===== src/rtl/alu_exec_unit.sv =====
// Execute unit: single-cycle ADD/SUB, iterative shift-add MUL and restoring DIV.
// Holds one operation at a time behind a valid/ready handshake on each side.
module alu_exec_unit #(
  parameter int DATA_W = 16,
  parameter int TAG_W  = 3
) (
  input  logic              clk,
  input  logic              rst,
  input  logic              in_valid,
  output logic              in_ready,
  input  logic [1:0]        op_opcode,
  input  logic [DATA_W-1:0] rs1_reg_val,
  input  logic [DATA_W-1:0] rs2_reg_val,
  input  logic [TAG_W-1:0]  rd_tag_in,
  output logic              out_valid,
  input  logic              out_ready,
  output logic [DATA_W-1:0] result,
  output logic [TAG_W-1:0]  rd_tag_out,
  output logic              div_by_zero
);

  localparam logic [1:0] OP_ADD = 2'd0;
  localparam logic [1:0] OP_SUB = 2'd1;
  localparam logic [1:0] OP_MUL = 2'd2;
  localparam logic [1:0] OP_DIV = 2'd3;
  localparam int CNT_W = (DATA_W > 1) ? $clog2(DATA_W) : 1;
  localparam logic [CNT_W-1:0] CNT_LAST = CNT_W'(DATA_W - 1);

  typedef enum logic [1:0] {IDLE = 2'd0, MUL = 2'd1, DIV = 2'd2, DONE = 2'd3} state_t;

  state_t            state, state_nxt;
  logic [CNT_W-1:0]  cnt;
  logic [DATA_W-1:0] opa;
  logic [DATA_W-1:0] opb;
  logic [DATA_W-1:0] acc;
  logic [DATA_W-1:0] mul_nxt;
  logic [2*DATA_W-1:0] div_nxt;
  logic              last_iter;

  function automatic logic [DATA_W-1:0] mul_step(input logic [DATA_W-1:0] acc_in,
                                                  input logic [DATA_W-1:0] mcand,
                                                  input logic              mbit);
    return mbit ? acc_in + mcand : acc_in;
  endfunction

  // Returns {remainder, quotient} after one restoring step.
  function automatic logic [2*DATA_W-1:0] div_step(input logic [DATA_W-1:0] rem,
                                                    input logic [DATA_W-1:0] quo,
                                                    input logic [DATA_W-1:0] dvsr);
    logic [DATA_W:0] shifted;
    logic [DATA_W:0] trial;
    shifted = {rem, quo[DATA_W-1]};
    trial   = shifted - {1'b0, dvsr};
    if (trial[DATA_W]) return {shifted[DATA_W-1:0], quo[DATA_W-2:0], 1'b0};
    return {trial[DATA_W-1:0], quo[DATA_W-2:0], 1'b1};
  endfunction

  assign in_ready  = (state == IDLE);
  assign out_valid = (state == DONE);
  assign last_iter = (cnt == CNT_LAST);
  assign mul_nxt   = mul_step(acc, opa, opb[0]);
  assign div_nxt   = div_step(acc, opa, opb);

  always_comb begin
    state_nxt = state;
    case (state)
      IDLE: begin
        if (in_valid) begin
          case (op_opcode)
            OP_MUL:  state_nxt = MUL;
            OP_DIV:  state_nxt = (rs2_reg_val == '0) ? DONE : DIV;
            default: state_nxt = DONE;
          endcase
        end
      end
      MUL, DIV: if (last_iter) state_nxt = DONE;
      DONE:     if (out_ready) state_nxt = IDLE;
      default:  state_nxt = IDLE;
    endcase
  end

  always_ff @(posedge clk or posedge rst) begin
    if (rst) state <= IDLE;
    else     state <= state_nxt;
  end

  // Operand latch at accept, one MUL/DIV iteration per cycle, result held through DONE.
  always_ff @(posedge clk or posedge rst) begin
    if (rst) begin
      cnt         <= '0;
      opa         <= '0;
      opb         <= '0;
      acc         <= '0;
      result      <= '0;
      rd_tag_out  <= '0;
      div_by_zero <= 1'b0;
    end else begin
      case (state)
        IDLE: begin
          if (in_valid) begin
            cnt         <= '0;
            acc         <= '0;
            opa         <= rs1_reg_val;
            opb         <= rs2_reg_val;
            rd_tag_out  <= rd_tag_in;
            div_by_zero <= 1'b0;
            case (op_opcode)
              OP_ADD: result <= rs1_reg_val + rs2_reg_val;
              OP_SUB: result <= rs1_reg_val - rs2_reg_val;
              OP_DIV: begin
                if (rs2_reg_val == '0) begin
                  result      <= '1;
                  div_by_zero <= 1'b1;
                end
              end
              default: ;
            endcase
          end
        end
        MUL: begin
          acc <= mul_nxt;
          opa <= opa << 1;
          opb <= opb >> 1;
          cnt <= cnt + CNT_W'(1);
          if (last_iter) result <= mul_nxt;
        end
        DIV: begin
          {acc, opa} <= div_nxt;
          cnt        <= cnt + CNT_W'(1);
          if (last_iter) result <= div_nxt[DATA_W-1:0];
        end
        default: ;
      endcase
    end
  end

endmodule


===== config.mk =====
export PLATFORM = sky130hd
export DESIGN_NAME = alu_exec_unit
export DESIGN_NICKNAME = d
export VERILOG_FILES = /design/src/rtl/alu_exec_unit.sv
export SDC_FILE = /design/constraint.sdc
export NUM_CORES = 1
export LEC_CHECK = 0
export CORE_ASPECT_RATIO = 1.1
export CORE_MARGIN = 2
export CORE_UTILIZATION = 45
export CTS_CLUSTER_DIAMETER = 80
export DETAILED_ROUTE_END_ITERATION = 7
export GPL_TIMING_DRIVEN = 0
export PLACE_DENSITY = 0.65
export RECOVER_POWER = 50
export SYNTH_ARGS = -nofsm -noshare
export SYNTH_HDL_FRONTEND = slang
export SYNTH_SLANG_ARGS = --single-unit

===== constraint.sdc =====
create_clock -name clk -period 3.3 [get_ports clk]
set_input_delay 0.33 -clock clk [delete_from_list [all_inputs] [get_ports clk]]
set_output_delay 0.33 -clock clk [all_outputs]
set_load 0.01 [all_outputs]

==> reports/results.txt <==
average cell area after synthesis: 8.395 µm²
synthesis-to-layout area growth: 21.44%
Setup crit start: rs2_reg_val[1]
IO buf count: 62
number of buffers created by CTS: 9
final period utilization: 0.9883
Ys Warns: 0
1st-iter DRT viols: 581
power density over the cells: 1140 nW/µm²
Post-synth EDFFs: 0
kind of critical path: primary input to flip-flop
Pre-antenna DRT Iters: 6
die outline height: 130.8 µm
Seq cells post-synth: 74
via-per-instance ratio: 6.143
first-pass GRT wire length: 33.50 mm
worst-skew pair later-pin latency: 0.35 ns
CTS H-tree depth: 3
DP Area: 7472 µm²
DPL Wire Length: 16.85 mm
num ports: 63
fillers: 1,335
Max Transition Viols Final: 0
Hold Crit Start: rs2_reg_val[3]
setup TNS: 0 ns
Syn Std Cell Area: 6581 µm²
GRT Total Usage: 0.2794
sequential area share after synthesis: 0.2814
Top FF cell, synth: dfrtp_1
DR vias: 6,530
Crit path arrival time: 3.54 ns
syn nets: 881
DRT antenna net count: 0
Sink Count: 74
Post-Synthesis Cells: 784
CTS tree: built
Worst Setup End Kind: flip-flop
vias in the first global route: 6,089
Total Nets Final: 963
clk_skew: 0.008126 ns
routability congestion estimate: 0.9553
largest net degree at the start of global routing: 44
Reg2Reg Launch Point: acc[0]
clk buf depth: 2
worst hold path type: primary input to flip-flop
Worst slew margin: 0.002195
Setup violations, final: 0
Finished Cell Area: 7993 µm²
Initial Util: 0.4574
MaxCap Viol Count: 1
Yosys cell types: 77
initial antenna violation count: 0
asr flop ratio synth: 1.000
Core Area: 14,390 µm²
Max VDD drop: 0.7130 mV
Final Hold Fails: 0
clock slew at reported path FFs: 0.06 ns
number of core rows: 46
largest area contributor in the netlist: dfrtp_1
LEAKAGE: 3.534 nW
total power: 9.113 mW
Area contributors post-synth: dfrtp_1, ha_1, nand2_1, o21ai_0, mux2i_1
drt drc: 0
outcome: complete, but fails checks
DIE AREA: 15,610 µm²
routed wire length: 21.96 mm
wire length per cell: 20.66 µm
layout cells sized above 1: 0.1114
failing checks: capacitance limit
RSZ-0062 raised after global routing: true
gr ovfl total: 0
required time worst endpoint: 3.57 ns
min Tclk post-route: 3.261 ns
number of diodes: 0
startpoint types: primary input
worst-margin pin slew: 1.489 ns
area share of the largest cell type after synthesis: 0.2814
die width: 119.3 µm
Critical Path Fanout Max: 3
fmax: 306.6 MHz
Root Buffer: clkbuf_16
-- what timing repair did --
item                                    in CTS  in global routing
resized for setup                           50                 22
endpoints found under the setup margin       7                 18
pin swaps                                   13                  7
buffers inserted                             7                  2
cloned                                       0                  0
hold buffers                                 0                  0
-- cell type report --
| class | instances | area, µm² | share of cell area |
|---|---|---|---|
| plain buffers | 33 | 140.1 | 0.01753 |
| clock buffers | 12 | 256.5 | 0.03209 |
| clock inverters | 4 | 50.05 | 0.006262 |
| inverters | 37 | 145.1 | 0.01816 |
| multi-input cells | 639 | 4618 | 0.5778 |
| flip-flops and latches | 74 | 1852 | 0.2317 |
| well taps | 192 | 240.2 | 0.03006 |
| repair buffers | 72 | 690.7 | 0.08641 |
-- cells in the final DEF, fill, tap and decap left out, types with 5 or more instances in the layout --
master / count
a21boi_1: 5
a21o_1: 12
a21oi_1: 41
a221oi_1: 22
a31oi_1: 6
and3_1: 7
buf_2: 6
buf_4: 10
clkbuf_1: 25
clkbuf_16: 9
clkdlybuf4s50_1: 39
dfrtp_1: 74
dlygate4sd3_1: 11
ha_1: 51
inv_1: 34
mux2_2: 9
mux2_4: 7
mux2i_1: 27
nand2_1: 90
nand2b_1: 8
nand3_1: 13
nand4_1: 7
nor2_1: 65
nor2b_1: 12
nor3_1: 15
o211ai_1: 11
o21a_1: 11
o21ai_0: 58
o21ai_1: 14
o21bai_1: 5
o31ai_1: 7
or2_2: 5
xnor2_1: 27
xor2_1: 14
-- flip-flops by register name, indices dropped and copies added, names as in the netlist --
| name | flops |
|---|---|
| acc | 16 |
| opa | 16 |
| opb | 16 |
| result | 16 |
| cnt | 4 |
| rd_tag_out | 3 |
| state | 2 |
| div_by_zero | 1 |
-- worst max-delay path, cell delays in order --
cell       delay (ns)
buf_8            0.10
inv_4            0.05
ha_4             0.12
or4b_4           0.46
nand2b_4         0.18
o41ai_4          0.36
xor2_2           0.18
ha_1             0.35
nand4_1          0.11
nor2_2           0.15
o2111ai_1        0.13
a21bo_2          0.26
nor2b_4          0.14
o311ai_4         0.33
nand3_1          0.12
o211ai_1         0.18
-- synth_stat cells, drive strengths merged (3+ instances only) --
| library cell | instances |
|---|---|
| a211oi | 5 |
| a22oi | 4 |
| a21o | 12 |
| mux2i | 28 |
| a21oi | 45 |
| o31a | 3 |
| ha | 53 |
| nand3 | 13 |
| o21a | 11 |
| fa | 3 |
| o21bai | 5 |
| o22ai | 4 |
| and3 | 7 |
| and2 | 3 |
| o21ai | 73 |
| buf | 8 |
| a221oi | 22 |
| nor3 | 15 |
| a31oi | 6 |
| a32o | 4 |
| nand2 | 90 |
| clkbuf | 26 |
| a32oi | 3 |
| a21boi | 6 |
| xor2 | 15 |
| nor4 | 3 |
| o31ai | 8 |
| xnor2 | 30 |
| o211ai | 11 |
| or2 | 5 |
| or4 | 3 |
| nor2 | 67 |
| a2bb2oi | 3 |
| nand4 | 8 |
| inv | 37 |
| nand2b | 10 |
| nor2b | 14 |
| mux2 | 17 |
| or3 | 4 |
| dfrtp | 74 |
-- routing by layer --
metal  GRT usage  part of all wire  routed length [µm]  up-vias
li1            -                 -                   -     3037
met1      0.3560              0.42                9262     3179
met2      0.4662              0.48               10510      263
met3     0.04427             0.061                1345       51
met4      0.1377             0.038                 837        0
met5           0                 0                   0        -
-- through the flow --
step	utilization	setup slack, ns	instances	hold slack (ns)
2_1_floorplan	-	0.06489	784	0.4711
3_3_place_gp	0.5172	-1.193	1038	0.4625
3_5_place_dp	0.5193	-1.237	1039	0.4697
4_1_cts	0.5493	-0.06271	1061	0.3599
5_1_grt	0.5555	-0.1292	1063	0.4018
6_report	0.5555	0.03853	1063	0.3728
-- cell families after synthesis --
kind of cell | after synthesis | synth area share
compound gates | 246 | 0.2534
buf+inv | 71 | 0.04277
fa+ha+maj | 56 | 0.1099
simple gates | 247 | 0.1770
mux | 45 | 0.07567
flops | 74 | 0.2814
xor+xnor | 45 | 0.05989
-- path summary, 6_finish.rpt --
path / end / slack, ns / cells after the start
worst max-delay path: result[15] / 0.04 / 16
worst min register to register: result[8] / 0.47 / 2
worst max register to register: result[12] / 0.12 / 10
max in group asynchronous: result[5] / 0.78 / 3
worst min-delay path: opb[3] / 0.37 / 3
min in group asynchronous: opb[11] / 0.77 / 2
-- where the power goes --
group          switching [mW]  internal (mW)
registers               0.424           1.35
logic                    3.70           2.61
clock network           0.410          0.626
(Power assumes the default switching activity.)
